## config.mk

```make
export PLATFORM = sky130hd
export DESIGN_NAME = regfile_dump_reader
export DESIGN_NICKNAME = d
export VERILOG_FILES = /design/src/rtl/regfile_dump_reader.sv
export SDC_FILE = /design/constraint.sdc
export NUM_CORES = 1
export LEC_CHECK = 0
export CORE_MARGIN = 8
export CORE_UTILIZATION = 28
export CTS_BUF_LIST = sky130_fd_sc_hd__clkbuf_4 sky130_fd_sc_hd__clkbuf_8
export DETAILED_ROUTE_END_ITERATION = 8
export SLEW_MARGIN = 5
export SYNTH_ARGS = -nofsm -noshare
export SYNTH_HDL_FRONTEND = slang
export SYNTH_SLANG_ARGS = --single-unit
```

## constraint.sdc

```tcl
create_clock -name CLK -period 2.7 [get_ports CLK]
set_input_delay 0.81 -clock CLK [delete_from_list [all_inputs] [get_ports CLK]]
set_output_delay 0.81 -clock CLK [all_outputs]
set_load 0.01 [all_outputs]
```

## src/rtl/regfile_dump_reader.sv

```systemverilog
// Walks a register file read port from First_Addr to Last_Addr (wrapping modulo
// the depth) and streams each (address, data) pair out through a valid/ready port.
module regfile_dump_reader #(
    parameter int RegAdd_WIDTH  = 5,
    parameter int RegFile_WIDTH = 32,
    parameter int RegFile_DEPTH = 32
) (
    input  logic                     CLK,
    input  logic                     RST,
    input  logic                     Start,
    input  logic                     Abort,
    input  logic [RegAdd_WIDTH-1:0]  First_Addr,
    input  logic [RegAdd_WIDTH-1:0]  Last_Addr,
    output logic [RegAdd_WIDTH-1:0]  Rd_Addr,
    input  logic [RegFile_WIDTH-1:0] Rd_Data,
    output logic [RegFile_WIDTH-1:0] Out_Data,
    output logic [RegAdd_WIDTH-1:0]  Out_Addr,
    output logic                     Out_Valid,
    input  logic                     Out_Ready,
    output logic                     Busy,
    output logic                     Done,
    output logic [1:0]               state_dbg
);

    // Output handshake: a word transfers on a CLK edge where Out_Valid and Out_Ready
    // are both high; while Out_Valid is high and Out_Ready is low, Out_Data and
    // Out_Addr hold. Out_Valid never drops without a transfer except on Abort/RST.

    typedef enum logic [1:0] {
        IDLE = 2'd0,
        READ = 2'd1,
        SEND = 2'd2,
        DONE = 2'd3
    } state_t;

    localparam logic [RegAdd_WIDTH-1:0] TOP_ADDR = RegAdd_WIDTH'(RegFile_DEPTH - 1);

    state_t                    state;
    logic [RegAdd_WIDTH-1:0]   pointer;
    logic [RegAdd_WIDTH-1:0]   last_addr_q;
    logic [RegAdd_WIDTH-1:0]   next_pointer;

    assign next_pointer = (pointer == TOP_ADDR) ? '0 : pointer + 1'b1;
    assign state_dbg    = state;

    always_ff @(posedge CLK or negedge RST) begin
        if (!RST) begin
            state       <= IDLE;
            pointer     <= '0;
            last_addr_q <= '0;
            Rd_Addr     <= '0;
            Out_Data    <= '0;
            Out_Addr    <= '0;
            Out_Valid   <= 1'b0;
            Busy        <= 1'b0;
            Done        <= 1'b0;
        end else begin
            Done <= 1'b0;
            case (state)
                IDLE: begin
                    // Start wins over a simultaneous Abort; Abort alone is a no-op here.
                    if (Start) begin
                        pointer     <= First_Addr;
                        Rd_Addr     <= First_Addr;
                        last_addr_q <= Last_Addr;
                        Busy        <= 1'b1;
                        state       <= READ;
                    end
                end
                READ: begin
                    if (Abort) begin
                        Busy  <= 1'b0;
                        state <= IDLE;
                    end else begin
                        Out_Data  <= Rd_Data;
                        Out_Addr  <= pointer;
                        Out_Valid <= 1'b1;
                        state     <= SEND;
                    end
                end
                SEND: begin
                    if (Abort) begin
                        Out_Valid <= 1'b0;
                        Busy      <= 1'b0;
                        state     <= IDLE;
                    end else if (Out_Valid && Out_Ready) begin
                        Out_Valid <= 1'b0;
                        if (pointer == last_addr_q) begin
                            state <= DONE;
                        end else begin
                            pointer <= next_pointer;
                            Rd_Addr <= next_pointer;
                            state   <= READ;
                        end
                    end
                end
                DONE: begin
                    // Done is raised on the way out so an Abort here can still suppress it.
                    Busy  <= 1'b0;
                    Done  <= !Abort;
                    state <= IDLE;
                end
                default: begin
                    Out_Valid <= 1'b0;
                    Busy      <= 1'b0;
                    state     <= IDLE;
                end
            endcase
        end
    end

endmodule

```

Word level (Yosys, flattened, before mapping) --
Index checks and enable logic that the tools add are counted.
Word-level totals: register bits 52, input bits 47, output and inout port bits 47, word-level logic and storage cells 54
Cells by class: add/subtract/negate cells 1, equal/unequal tests 12, multiplexer cells 20, bitwise operators 1, reductions and logical operators 12
Operators by type and width (count):
- $mux 5 | 5
- $mux 2 | 5
- $ne 2x2->1 const B | 5
- $pmux 5 s2 | 1
- $pmux 2 s4 | 1
- $reduce_and 2->1 | 4
- $mux 1 | 6
- $add 5x1->5 const B | 1
- $eq 5x5->1 | 1
- $eq 5x5->1 const B | 1
- $reduce_and 5->1 | 1
- $eq 2x2->1 const B | 2
- $reduce_bool 2->1 | 2
- $ne 3x3->1 const B | 1
- $pmux 1 s3 | 1
- $reduce_and 3->1 | 1
- $eq 2x1->1 const B | 1
- $logic_not 2->1 | 1
- $ne 2x1->1 const B | 1
- $pmux 1 s2 | 1
- $reduce_or 2->1 | 1
- $logic_and 1x1->1 | 1
- $logic_not 1->1 | 1
- $not 1->1 | 1

Depth between registers and ports, before layout --
word-level depth 6, gate-level depth with buffers 8, mapped depth without buffers 7

Worst setup path after synthesis --
No wires, ideal clock.
kind input to register, from input port Abort, to register Out_Data[10], setup time 0.125 ns, data arrival time 1.574 ns, required time 2.575 ns, setup slack 1.001 ns, stages 4, buffers on the path 2, cell sequence nor2b_1 buf_6 buf_6 mux2_4
On the way: cells in the longest elaborated chain, start to end 2
Ends and longest elaborated chain:
- start: declaration | line 11 | input logic Abort,
- $not 1->1 (no source line)
- $reduce_and 2->1 (no source line)
- end signal: assignment | line 75 | Out_Data <= Rd_Data;
- end: declaration | line 16 | output logic [RegFile_WIDTH-1:0] Out_Data,
Every way passes these cells. A chain may end at the register's enable or synchronous reset.

==> qor.txt <==
STATUS
-----------------------------------------------------------------------------------------
Status                                                                       finished clean

DETAILED ROUTING
-----------------------------------------------------------------------------------------
Number of vias after detailed routing                                               1,593
Post-DRT Antenna Nets                                                                   0
Wirelength per Cell                                                               15.1 um
DRT iter0 DRCs                                                                         35
First drt pass iteration count                                                          4
DRC violation count after routing                                                       0
Final Routed Wirelength                                                           5540 um
Routed vias/inst                                                                     4.34

STA
-----------------------------------------------------------------------------------------
Count of endpoints failing hold in the final timing report                              0
Setup-violating endpoint count in the final report                                      0
Relative slew slack                                                                 57.9%
Max-slew violations                                                                     0
Smallest hold slack                                                              0.510 ns
Final min period                                                                  2.22 ns
Post-route clock skew                                                          0.00448 ns
Total Negative Setup Slacks                                                          0 ns
Unrepaired setup endpoints after global routing                                     false
Highest clock frequency the design can meet                                     0.450 GHz
Least setup slack across all paths after layout                                  0.480 ns
Period Utilization, post-route                                                      82.2%
Least-Margin Pin Slew                                                            0.631 ns

SYNTHESIS
-----------------------------------------------------------------------------------------
Prevailing post-synth register cell                                          sky130_fd_sc_hd__dfrtp_1
Net Count, Synth                                                                      216
Flip-flop and latch count after synthesis                                              52
Unique masters post-synth                                                              31
Yosys warning total                                                                     0
Syn Std Cell Area                                                                2330 um2
Proportion of register bits with asynchronous set or reset after synthesis           100%
Average cell area after synthesis                                                14.3 um2
Number of synthesized flops with an enable pin                                          0
Cells after Synth                                                                     163
Sequential share of the synthesized area                                            55.9%

GLOBAL ROUTING
-----------------------------------------------------------------------------------------
Maximum number of pins on one net before global-route repair                           28
Number of global-route vias before repair                                           1,777
Antenna violations before repair                                                        0
Wire length of the first global-routing pass                                      9090 um
Total GRT Usage                                                                     9.79%
Total grt overflow                                                                      0

CRITICAL PATH
-----------------------------------------------------------------------------------------
Peak per-stage delay on the critical path                                         0.60 ns
Worst path top cell family by delay                                          buffers and inverters
Worst setup EP type                                                           output port
Reg2reg path depth                                                                      7
Master of the slowest instance on the critical path                          sky130_fd_sc_hd__clkdlybuf4s50_1
Reg2Reg Capture Point                                                          pointer[2]
Cell breakdown of the critical path                                          clkdlybuf4s50_1
Arrival time of data at the critical path endpoint                                1.41 ns
Combined buffer and inverter count along the critical path                              1
Req. time, crit path                                                              1.89 ns
Critical-path maximum fanout                                                            7
Worst Setup Start Kind                                                               flop
Worst setup slack for register-to-register paths                                  0.87 ns
Startpoint of the worst register-to-register path                              pointer[0]
Crit Path Class                                                              flop to output port

CLOCK TREE
-----------------------------------------------------------------------------------------
Total of hold buffers inserted after clock tree synthesis                               0
Clock sink total                                                                       52
Register clock-pin slew on the reported worst setup and hold paths                0.09 ns
H-Tree Depth                                                                            2
Worst-Skew Late Latency                                                           0.30 ns
Clock tree from TritonCTS                                                           built
Number of buffers on the longest clock path                                             2
Root buf cell                                                                sky130_fd_sc_hd__clkbuf_8
Number of gates given a new drive strength after cts                                    0
TritonCTS Buffers                                                                       5
Setup Fix Bufs, Post-CTS                                                                0

CELLS AND AREA
-----------------------------------------------------------------------------------------
Fillcell total                                                                        772
Design area                                                                      3550 um2
Area added between synthesis and finish                                             52.6%
Leading cell type in the layout, fill and taps excluded                      sky130_fd_sc_hd__clkdlybuf4s50_1
Final core utilization                                                              43.7%
Fraction of final layout cells with drive strength greater than 1                   23.3%
Most used cells in the layout excluding fill and tap cells                   sky130_fd_sc_hd__clkdlybuf4s50_1, sky130_fd_sc_hd__dfrtp_1, sky130_fd_sc_hd__mux2_2, sky130_fd_sc_hd__mux2_4, sky130_fd_sc_hd__o21ai_1
Antenna diode count                                                                     0
Area of the multi-input gates                                                     970 um2
Register Area                                                                    1300 um2
Final-stage net count                                                                 314

FLOORPLANNING
-----------------------------------------------------------------------------------------
Die H                                                                              107 um
Boundary pin count                                                                     94
Placeable Area                                                                   8130 um2
Number of standard-cell rows in the floorplan                                          33
Overall die width                                                                  107 um
Die area                                                                       11,500 um2
Initial Utilization                                                                 28.6%

POWER AND IR DROP
-----------------------------------------------------------------------------------------
Power per cell area                                                           1200 nW/um2
Largest voltage drop on the vdd net                                            0.000413 V
Static leakage power                                                              1.49 nW

PLACED DESIGN
-----------------------------------------------------------------------------------------
Place WS                                                                         0.351 ns
Detail Placement HPWL                                                             4300 um
Final weighted congestion in routability-driven placement                           0.734
Input/output buffers                                                                   93
Placed standard-cell area                                                        3390 um2

HOLD PATH
-----------------------------------------------------------------------------------------
Number of stages on the worst hold path                                                 1
Sink of the worst hold path                                                  Out_Data[28]
Hold_sp                                                                      Out_Data[28]
Path category of the worst min-delay check                                   flop to flop

JOB
-----------------------------------------------------------------------------------------
Count of max-cap constraint violations                                                  0

==> Yosys cell counts, drive strengths merged, types with 2 or more instances <==
cell     n  area share (%)
o21ai   11             2.8
nor2b    4             1.2
dfrtp   52              56
a21oi    7             1.7
nand2    4            0.64
xnor2    5             1.9
mux2i    2            0.86
nor2     5            0.81
mux2    42              23
nand3    4             1.1
buf      5             2.0
nand2b   3             1.1
ha       6             3.2
inv      5            0.81
==> power breakdown <==
part / internal, W / total, W / switching (W)
sequential: 0.00117 / 0.00144 / 0.000275
combinational: 0.00130 / 0.00209 / 0.000786
clock: 0.000463 / 0.000717 / 0.000253
total: 0.00293 / 0.00425 / 0.00131
==> layout make-up <==
cell class / instances / area share, %
Clock buffer: 5 / 1.94
Timing Repair Buffer: 96 / 27.4
Sequential cell: 52 / 36.6
Multi-Input combinational cell: 101 / 27.3
Inverter: 5 / 0.528
Tap cell: 105 / 3.70
Clock inverter: 3 / 2.54
==> registers in the layout, indices dropped and copies added, names as in the netlist <==
| register | cells |
|---|---|
| Out_Data | 32 |
| Out_Addr | 5 |
| last_addr_q | 5 |
| pointer | 5 |
| state_dbg | 2 |
| Busy | 1 |
| Done | 1 |
| Out_Valid | 1 |
==> layer usage <==
| metal | GRT usage, % | share of wire, % |
|---|---|---|
| met1 | 12.5 | 46 |
| met2 | 15.4 | 46 |
| met3 | 3.36 | 7.9 |
| met4 | 2.61 | 0.52 |
| met5 | 0 | 0 |
==> per-stage QoR <==
stage | power (W) | std cells
global placement | 0.00357 | 359
floorplan | 0.00259 | 163
finish | 0.00425 | 367
CTS | 0.00434 | 367
global route | 0.00456 | 367
detailed placement | 0.00360 | 359
==> worst max path at each step <==
stage | startpoint | to | depth (start not counted)
6_report | pointer[0] | Rd_Addr[0] | 1
2_1_floorplan | Abort | Out_Data[10] | 4
5_1_grt | pointer[0] | Rd_Addr[0] | 1
3_3_place_gp | Abort | Out_Data[26] | 4
3_5_place_dp | Abort | Out_Data[28] | 4
4_1_cts | pointer[0] | Rd_Addr[0] | 1
==> cell families after synthesis <==
group | Yosys count | synth area share [%]
flops | 52 | 55.9
mux | 44 | 24.2
simple gates | 25 | 6.39
compound gates | 21 | 5.59
buf+inv | 10 | 2.79
fa+ha+maj | 6 | 3.22
xor+xnor | 5 | 1.88
No activity file was read; power rests on OpenSTA's default activity.
